### src/rtl/ps2_pkg.sv
// Shared types and constants for the PS/2 key-digit display slice.
// Latency: none (types, constants and a combinational helper only).
// Backpressure: none; the PS/2 device cannot be stalled.
package ps2_pkg;

   typedef enum logic [1:0] {
      ST_IDLE  = 2'd0,
      ST_HELD  = 2'd1,
      ST_BREAK = 2'd2
   } key_state_e;

   localparam logic [7:0] BRK_CODE = 8'hF0;
   localparam logic [7:0] EXT_CODE = 8'hE0;

   // Two-digit BCD increment {tens, ones}, wrapping 99 -> 00.
   function automatic logic [7:0] bcd_inc(input logic [7:0] v);
      logic [3:0] lo;
      logic [3:0] hi;
      lo = v[3:0];
      hi = v[7:4];
      if (lo == 4'd9) begin
         lo = 4'd0;
         hi = (hi == 4'd9) ? 4'd0 : hi + 4'd1;
      end else begin
         lo = lo + 4'd1;
      end
      return {hi, lo};
   endfunction

endpackage

### src/rtl/ps2_rx.sv
// PS/2 frame receiver: synchronize, detect falling edges, shift 11-bit frames, validate, time out partial frames.
// Latency: byte_valid_o / err_o pulse 1 clk after the 11th synchronized falling edge is seen.
// Backpressure: none; byte_valid_o is a single-cycle pulse the consumer must take immediately.
module ps2_rx #(
   parameter int TIMEOUT_CYC  = 50000,
   parameter bit PARITY_CHECK = 1'b1
) (
   input  logic       clk,
   input  logic       clrn,
   input  logic       ps2_clk,
   input  logic       ps2_data,
   output logic [7:0] byte_o,
   output logic       byte_valid_o,
   output logic       err_o
);

   localparam int TW = $clog2(TIMEOUT_CYC + 1);
   localparam logic [TW-1:0] TO_LAST = TW'(TIMEOUT_CYC - 1);

   logic [2:0]    clk_s_q;
   logic [2:0]    dat_s_q;
   logic [9:0]    shift_q, shift_d;
   logic [3:0]    bit_q, bit_d;
   logic [TW-1:0] idle_q, idle_d;
   logic          vld_q, vld_d;
   logic          err_q, err_d;
   logic          fall;
   logic          frame_ok;
   logic [10:0]   frame_new;

   // Three-flop synchronizers; idle PS/2 lines are high, so reset to 1.
   always_ff @(posedge clk or negedge clrn) begin
      if (!clrn) begin
         clk_s_q <= 3'b111;
         dat_s_q <= 3'b111;
      end else begin
         clk_s_q <= {clk_s_q[1:0], ps2_clk};
         dat_s_q <= {dat_s_q[1:0], ps2_data};
      end
   end

   // Frame assembly, validation and mid-frame timeout.
   always_comb begin
      fall      = clk_s_q[2] & ~clk_s_q[1];
      // Bit 0 is start (oldest), bits 8:1 data, 9 parity, 10 stop (newest).
      frame_new = {dat_s_q[2], shift_q};
      frame_ok  = ~frame_new[0] & frame_new[10] &
                  (~PARITY_CHECK | (^frame_new[9:1]));
      shift_d   = shift_q;
      bit_d     = bit_q;
      idle_d    = idle_q;
      vld_d     = 1'b0;
      err_d     = 1'b0;
      if (fall) begin
         shift_d = frame_new[10:1];
         idle_d  = '0;
         if (bit_q == 4'd10) begin
            bit_d = 4'd0;
            vld_d = frame_ok;
            err_d = ~frame_ok;
         end else begin
            bit_d = bit_q + 4'd1;
         end
      end else if (bit_q != 4'd0) begin
         if (idle_q == TO_LAST) begin
            bit_d  = 4'd0;
            idle_d = '0;
         end else begin
            idle_d = idle_q + TW'(1);
         end
      end
   end

   // Receiver state registers.
   always_ff @(posedge clk or negedge clrn) begin
      if (!clrn) begin
         shift_q <= '0;
         bit_q   <= '0;
         idle_q  <= '0;
         vld_q   <= 1'b0;
         err_q   <= 1'b0;
      end else begin
         shift_q <= shift_d;
         bit_q   <= bit_d;
         idle_q  <= idle_d;
         vld_q   <= vld_d;
         err_q   <= err_d;
      end
   end

   // After a complete frame the shift register holds frame[10:1]; data is its low byte.
   assign byte_o       = shift_q[7:0];
   assign byte_valid_o = vld_q;
   assign err_o        = err_q;

endmodule

### src/rtl/ps2_key_digits.sv
// PS/2 key display: latches the held scan code and counts key presses in 2-digit BCD.
// Latency: outputs update 1 clk after the receiver's byte_valid pulse; frame_err passes straight from the receiver.
// Backpressure: none; every delivered byte is consumed in the cycle it arrives.
module ps2_key_digits
   import ps2_pkg::*;
#(
   parameter int TIMEOUT_CYC  = 50000,
   parameter bit PARITY_CHECK = 1'b1
) (
   input  logic       clk,
   input  logic       clrn,
   input  logic       ps2_clk,
   input  logic       ps2_data,
   output logic [3:0] code_lo,
   output logic [3:0] code_hi,
   output logic       code_en,
   output logic [3:0] cnt_lo,
   output logic [3:0] cnt_hi,
   output logic       cnt_hi_en,
   output logic       frame_err
);

   logic [7:0] rx_byte;
   logic       rx_vld;
   logic       rx_err;

   key_state_e state_q, state_d;
   logic [7:0] code_q, code_d;
   logic       en_q, en_d;
   logic [7:0] cnt_q, cnt_d;

   ps2_rx #(
      .TIMEOUT_CYC  (TIMEOUT_CYC),
      .PARITY_CHECK (PARITY_CHECK)
   ) u_rx (
      .clk          (clk),
      .clrn         (clrn),
      .ps2_clk      (ps2_clk),
      .ps2_data     (ps2_data),
      .byte_o       (rx_byte),
      .byte_valid_o (rx_vld),
      .err_o        (rx_err)
   );

   // Key FSM: track press / typematic repeat / release of the latched key.
   always_comb begin
      state_d = state_q;
      code_d  = code_q;
      en_d    = en_q;
      cnt_d   = cnt_q;
      if (rx_vld && (rx_byte != EXT_CODE)) begin
         case (state_q)
            ST_IDLE: begin
               if (rx_byte != BRK_CODE) begin
                  code_d  = rx_byte;
                  en_d    = 1'b1;
                  cnt_d   = bcd_inc(cnt_q);
                  state_d = ST_HELD;
               end
            end
            ST_HELD: begin
               if (rx_byte == BRK_CODE) begin
                  state_d = ST_BREAK;
               end else if (rx_byte != code_q) begin
                  code_d = rx_byte;
                  cnt_d  = bcd_inc(cnt_q);
               end
            end
            ST_BREAK: begin
               // Release of some other key leaves the latched key still down.
               if (rx_byte == code_q) begin
                  en_d    = 1'b0;
                  state_d = ST_IDLE;
               end else begin
                  state_d = ST_HELD;
               end
            end
            default: state_d = ST_IDLE;
         endcase
      end
   end

   // FSM and display registers.
   always_ff @(posedge clk or negedge clrn) begin
      if (!clrn) begin
         state_q <= ST_IDLE;
         code_q  <= '0;
         en_q    <= 1'b0;
         cnt_q   <= '0;
      end else begin
         state_q <= state_d;
         code_q  <= code_d;
         en_q    <= en_d;
         cnt_q   <= cnt_d;
      end
   end

   assign code_hi   = code_q[7:4];
   assign code_lo   = code_q[3:0];
   assign code_en   = en_q;
   assign cnt_hi    = cnt_q[7:4];
   assign cnt_lo    = cnt_q[3:0];
   assign cnt_hi_en = (cnt_q[7:4] != 4'd0);
   assign frame_err = rx_err;

endmodule
### config.mk
export PLATFORM = sky130hd
export DESIGN_NAME = ps2_key_digits
export DESIGN_NICKNAME = d
export VERILOG_FILES = /design/src/rtl/ps2_pkg.sv /design/src/rtl/ps2_rx.sv /design/src/rtl/ps2_key_digits.sv
export SDC_FILE = /design/constraint.sdc
export NUM_CORES = 1
export LEC_CHECK = 0
export ABC_AREA = 0
export ABC_CLOCK_PERIOD_IN_PS = 1900
export CAP_MARGIN = 40
export CORE_ASPECT_RATIO = 2
export CORE_MARGIN = 5
export CORE_UTILIZATION = 45
export DETAILED_ROUTE_END_ITERATION = 8
export PLACE_DENSITY_LB_ADDON = 0.2
export RECOVER_POWER = 50
export SYNTH_ARGS = -nofsm -noshare
export SYNTH_HDL_FRONTEND = slang
export SYNTH_SLANG_ARGS = --single-unit
### constraint.sdc
create_clock -name clk -period 1.9 [get_ports clk]
set_input_delay 0.285 -clock clk [delete_from_list [all_inputs] [get_ports clk]]
set_output_delay 0.285 -clock clk [all_outputs]
set_load 0.01 [all_outputs]
# [Word level (Yosys, flattened, before mapping)]
# Index checks and enable logic that the tools add are counted.
[word_totals] register_bits=57 latchBits=0 mem_bits_rw=0 romBits=0 in_bits=4 out_inout_bits=19 memories=0
[classes] addsub=4 n_mul=0 n_div=0 magnitude_cmp=0 n_eq_ne=16 shift=0 muxes=29 n_bitwise=6 reduce_logical=13
[ops] op="$mux 16" n=3
[ops] op="$mux 8" n=6
[ops] op="$pmux 8 s2" n=2
[ops] op="$mux 4" n=7
[ops] op="$add 16x1->16 const B" n=1
[ops] op="$eq 16x16->1 const B" n=1
[ops] op="$ne 8x8->1 const B" n=2
[ops] op="$add 4x1->4 const B" n=3
[ops] op="$eq 4x4->1 const B" n=3
[ops] op="$ne 2x2->1 const B" n=5
[ops] op="$reduce_xor 9->1" n=1
[ops] op="$eq 8x8->1" n=1
[ops] op="$eq 8x8->1 const B" n=1
[ops] op="$ne 8x8->1" n=1
[ops] op="$reduce_bool 2->1" n=4
[ops] op="$reduce_bool 4->1" n=2
[ops] op="$mux 1" n=7
[ops] op="$pmux 2 s3" n=1
[ops] op="$reduce_and 5->1" n=1
[ops] op="$mux 2" n=2
[ops] op="$reduce_and 4->1" n=1
[ops] op="$and 1x1->1" n=3
[ops] op="$not 1->1" n=3
[ops] op="$reduce_and 3->1" n=1
[ops] op="other kinds (6)" n=6

# [Longest topological paths before layout]
[depth] ltp_word=6 mapped_depth=7

# [By module]
# From an unflattened synthesis, not the netlist that was laid out.
[hier_totals] hier_cells=286 area_unflattened_um2=2925.3
[by_module_without_submodules] mod="ps2_rx" n_inst=1 cells_per_inst=202 area_per_inst_um2=1911.8 seq_area_each_um2=958.4
[by_module_without_submodules] mod="ps2_key_digits" n_inst=1 cells_per_inst=84 area_per_inst_um2=1013.5 seq_area_each_um2=475.5

# [Worst setup path after synthesis]
# OpenSTA, ideal clock, no wires.
[synth_path] kind="reg2reg" start="register u_rx.bit_q[0]" end="register u_rx.idle_q[15]" arrival_time_ns=1.633 required_ns=1.779 slack_ns=0.146 path_stages_with_launch=8 path_buffers=0 cell_sequence="dfrtp_1 -> inv_1 -> ha_1 -> nor3b_2 -> a2111oi_2 -> nand4_1 -> xor2_1 -> nor2_1"
[synth_via] elab_chain_cells=2
[synth_rtl] element="start, declared" line_no="ps2_rx.sv:23" text="logic [3:0] bit_q, bit_d;"
[synth_rtl] element="start signal, assigned" line_no="ps2_rx.sv:84" text="bit_q <= bit_d;"
[synth_rtl] element="$reduce_bool 4->1" line_no="ps2_rx.sv:64" text="end else if (bit_q != 4'd0) begin"
[synth_rtl] element="$reduce_bool 2->1 (no source line)"
[synth_rtl] element="end signal, assigned" line_no="ps2_rx.sv:85" text="idle_q <= idle_d;"
[synth_rtl] element="end, declared" line_no="ps2_rx.sv:24" text="logic [TW-1:0] idle_q, idle_d;"
# No other way between the ends.
# A chain may end at the register's enable or synchronous reset.

# [Worst setup path in the final report]
[layout_path] start="register u_rx.shift_q[5]" end="register code_q[3]"
[layout_via] elab_chain_cells=3 word_cells_on_any_way=9 cone_classes="eq/ne (7); reduce/logical (2)"
[layout_rtl] element="start, declared" line_no="ps2_rx.sv:22" text="logic [9:0] shift_q, shift_d;"
[layout_rtl] element="start signal, assigned" line_no="ps2_rx.sv:83" text="shift_q <= shift_d;"
[layout_rtl] element="$ne 8x8->1, or another cell as far along" line_no="ps2_key_digits.sv:64" text="end else if (rx_byte != code_q) begin"
[layout_rtl] element="$ne 2x2->1 (no source line) / $logic_and 1x1->1 (equally long branches)"
[layout_rtl] element="$reduce_and 5->1 (no source line) *"
[layout_rtl] element="end signal, assigned" line_no="ps2_key_digits.sv:92" text="code_q <= code_d;"
[layout_rtl] element="end, declared" line_no="ps2_key_digits.sv:28" text="logic [7:0] code_q, code_d;"
# Mark *: on every way between the ends. The rest lies on a longest branch, timed or not.

==> out/metrics.yaml <==
first_pass_iters: 4
die_w_um: 66.0
drtIter0Drc: 129
cp_data_required_time_ps: 2110
max_stage_delay_ps: 380
grt_antenna_before_repair: 0
min_path_type: "register to register"
syn_area_sq_um: 2820
ioPinCount: 23
rsz0062_at_grt: "true"
clkTransAtPathRegs_ps: 50
dieArea_sq_um: 8060
htreeDepth: 3
final-setup-viol-count: 0
endpoint_kind: "register"
post-dp-hpwl_um: 3870
clock_skew_ps: 5.49
gp_congestion: 0.815
maxCapViolations: 0
cts-root-buf: "clkbuf_16"
grt-ovfl-total: 0
drive_above_1_share_pct: 18.2
antenna_left: 0
worstPathMaxFanout: 11
start_util_pct: 45.5
synth-edff-count: 0
fillerInstances: 520
fin_crit_ps: 1830
routedWlPerCell_um: 13.3
max-vdd-ir-drop_mv: 0.757
leakage_nw: 1.65
hold_start: "u_rx.dat_s_q[0]$_DFF_PN1_"
cp_slowest_cell: "dfrtp_1"
via_per_inst: 5.04
p_per_area_nw_per_um2: 1060
row_count: 41
power_mw: 3.78
synth_seq_cells: 57
area_delta_synth_final_pct: 26.5
nNetsFinal: 316
clk_path_buf_depth: 2
remaining_drc_errors: 0
die_y_um: 122
startpoint_type: "register"
path_cells: "buf_4, nand4b_1, o41ai_2, a31oi_4, buf_4, mux2_4"
io_buffers: 22
drt_wl_total_um: 5310
grt_pass1_wl_um: 9090
slew_headroom_pct: 20.1
report.final.slew_viol_count: 0
core_sq_um: 6210
track_usage_pct: 14.7
synth_seq_area_share_pct: 50.8
hold_violations: 0
diodes: 0
reg2reg_from: "u_rx.shift_q[5]$_DFFE_PN0P_"
finalHoldWorstSlack_ps: 356
min_period_over_period_pct: 96.1
synth-async-reset-ratio_pct: 100
route.vias.total: 2012
cts_tree: "built"
worst_pin_slew_ps: 1200
grt_max_degree: 37
fmax_ghz: 0.548
cts_buffers: 9
synth_warnings: 0
arrival_ps: 2030
path_common_cell: "buf_4"
status: "finished, final reports clean"
ys.flop_type: "dfrtp_1"
cp-startpoint: "u_rx.shift_q[5]$_DFFE_PN0P_"
avgSynthCellArea_sq_um: 10.7
synth_fp_nets: 273
cts.sinks: 57
critical_path_class: "register to register"
syn_inst: 265
grt_pass1_vias: 1966
yosysUniqueCellTypes: 52
clock_latency_ps: 320
[layout by cell type, fill, tap and decap left out, types with 3 or more instances in the layout]
| master | n |
|---|---|
| nand3_1 | 14 |
| xnor2_1 | 9 |
| mux2_4 | 6 |
| nand2_1 | 46 |
| mux2_2 | 4 |
| clkbuf_1 | 4 |
| nor2_1 | 18 |
| dlygate4sd3_1 | 3 |
| dfrtp_1 | 49 |
| nor4b_1 | 3 |
| o21ai_0 | 10 |
| inv_1 | 8 |
| a22o_1 | 4 |
| clkdlybuf4s50_1 | 18 |
| clkbuf_16 | 9 |
| dfstp_2 | 5 |
| buf_4 | 17 |
| xor2_1 | 20 |
| nand4_1 | 3 |
| ha_1 | 4 |
| nor2b_1 | 7 |
| clkinv_2 | 3 |
[worst max-delay path: cells and delay by family (launching register included)]
kind                   cells  cell delay (ps)
and+or+nand+nor            1              150
DFF                        1              380
buffers and inverters      2              380
muxes                      1              300
AOI/OAI and AO/OA          2              500
[cell type report]
type / count / area [sq um] / share of cell area [%]
clock buffer: 12 / 236 / 6.62
clock inverter: 4 / 45.0 / 1.26
inverter: 8 / 30.0 / 0.841
multi-input combinational: 191 / 1350 / 37.7
sequential: 57 / 1440 / 40.2
tap: 86 / 108 / 3.01
timing repair buffer: 41 / 370 / 10.4
[registers in the layout, summed over array words and instances, names as in the netlist]
| signal | count |
|---|---|
| cnt_q | 8 |
| u_rx.idle_q | 16 |
| u_rx.shift_q | 10 |
| u_rx.err_o | 1 |
| code_q | 8 |
| state_q | 2 |
| u_rx.dat_s_q | 3 |
| u_rx.bit_q | 4 |
| u_rx.clk_s_q | 3 |
| code_en | 1 |
| u_rx.byte_valid_o | 1 |
[synthesized netlist by cell type, types with 2 or more instances]
cell      instances  area share [%]
xor2_1           20             6.2
nand3_1          14             2.5
dfstp_2           6             5.6
mux2_4            6             3.2
dfrtp_1          51              45
o41ai_1           2            0.62
mux2_2            4             1.6
and3_1            2            0.44
a22o_1            4             1.2
ha_1              4             1.8
inv_1             8             1.1
nand2b_1          2            0.44
xnor2_1           9             2.8
nor4_2            2            0.89
nand2_1          46             6.1
buf_6             2            0.80
a31oi_1           2            0.44
nand4_1           3            0.66
nor2b_1           7             1.6
o21ai_0          11             1.9
nor3_1            2            0.35
or4_1             2            0.53
clkbuf_1          4            0.53
buf_2             3            0.53
and4_1            2            0.62
nor4b_1           3            0.93
nor2_1           19             2.5
[per-layer routing]
layer | wire length [um] | part of all wire (%) | vias up | track usage, %
met5 | 0 | 0 | - | 0
met4 | 108 | 2.0 | 0 | 6.87
met3 | 209 | 3.9 | 9 | 4.70
met2 | 2590 | 49 | 32 | 22.1
met1 | 2410 | 45 | 966 | 19.2
li1 | - | - | 1005 | -
[through the flow]
step | setup slack (ps) | utilization (%) | instances | instance area (sq um) | TNS (ps)
after floorplan | 146 | - | 265 | 2820 | 0
after global placement | -15.5 | 52.1 | 381 | 3230 | -15.5
after detailed placement | -43.9 | 52.1 | 381 | 3230 | -43.9
after CTS | 4.10 | 57.0 | 398 | 3540 | 0
after global routing | -15.2 | 57.5 | 399 | 3570 | -18.7
final | 73.5 | 57.5 | 399 | 3570 | 0
[worst paths after layout]
check	endpoint	slack, ps	cells after the start
setup / recovery	code_q[3]$_DFFE_PN0P_	70	6
hold / removal	u_rx.dat_s_q[1]$_DFF_PN1_	360	0
setup reg to reg	code_q[3]$_DFFE_PN0P_	70	6
hold reg to reg	u_rx.dat_s_q[1]$_DFF_PN1_	360	0
max in group asynchronous	u_rx.shift_q[2]$_DFFE_PN0P_	380	3
min in group asynchronous	u_rx.idle_q[14]$_DFFE_PN0P_	740	2
[repair_timing]
item                                   in CTS  in global routing
setup endpoints to repair                   3                 21
pin swaps                                   0                  3
hold buffers                                1                  0
endpoints found under the hold margin      15                  0
gates resized for setup                     2                  7
gates cloned                                0                  0
setup buffers                               0                  1
[kinds of logic (layout without fill, tap and decap cells)]
| logic type | count (synthesis) | in the layout | synth area share [%] |
|---|---|---|---|
| and+or+nand+nor | 112 | 112 | 20.0 |
| DFF | 57 | 57 | 50.8 |
| AOI/OAI and AO/OA | 35 | 35 | 10.4 |
| xor gates and xnor gates | 29 | 29 | 8.99 |
| buffers and inverters | 17 | 65 | 2.92 |
| muxes | 11 | 11 | 5.14 |
| adders and majority gates | 4 | 4 | 1.77 |
[report_power, final]
part / internal, mW / switching (mW)
Combinational: 0.367 / 0.392
Sequential: 1.35 / 0.166
Clock: 1.00 / 0.501
Note: power is estimated with default switching activity, not from simulation.
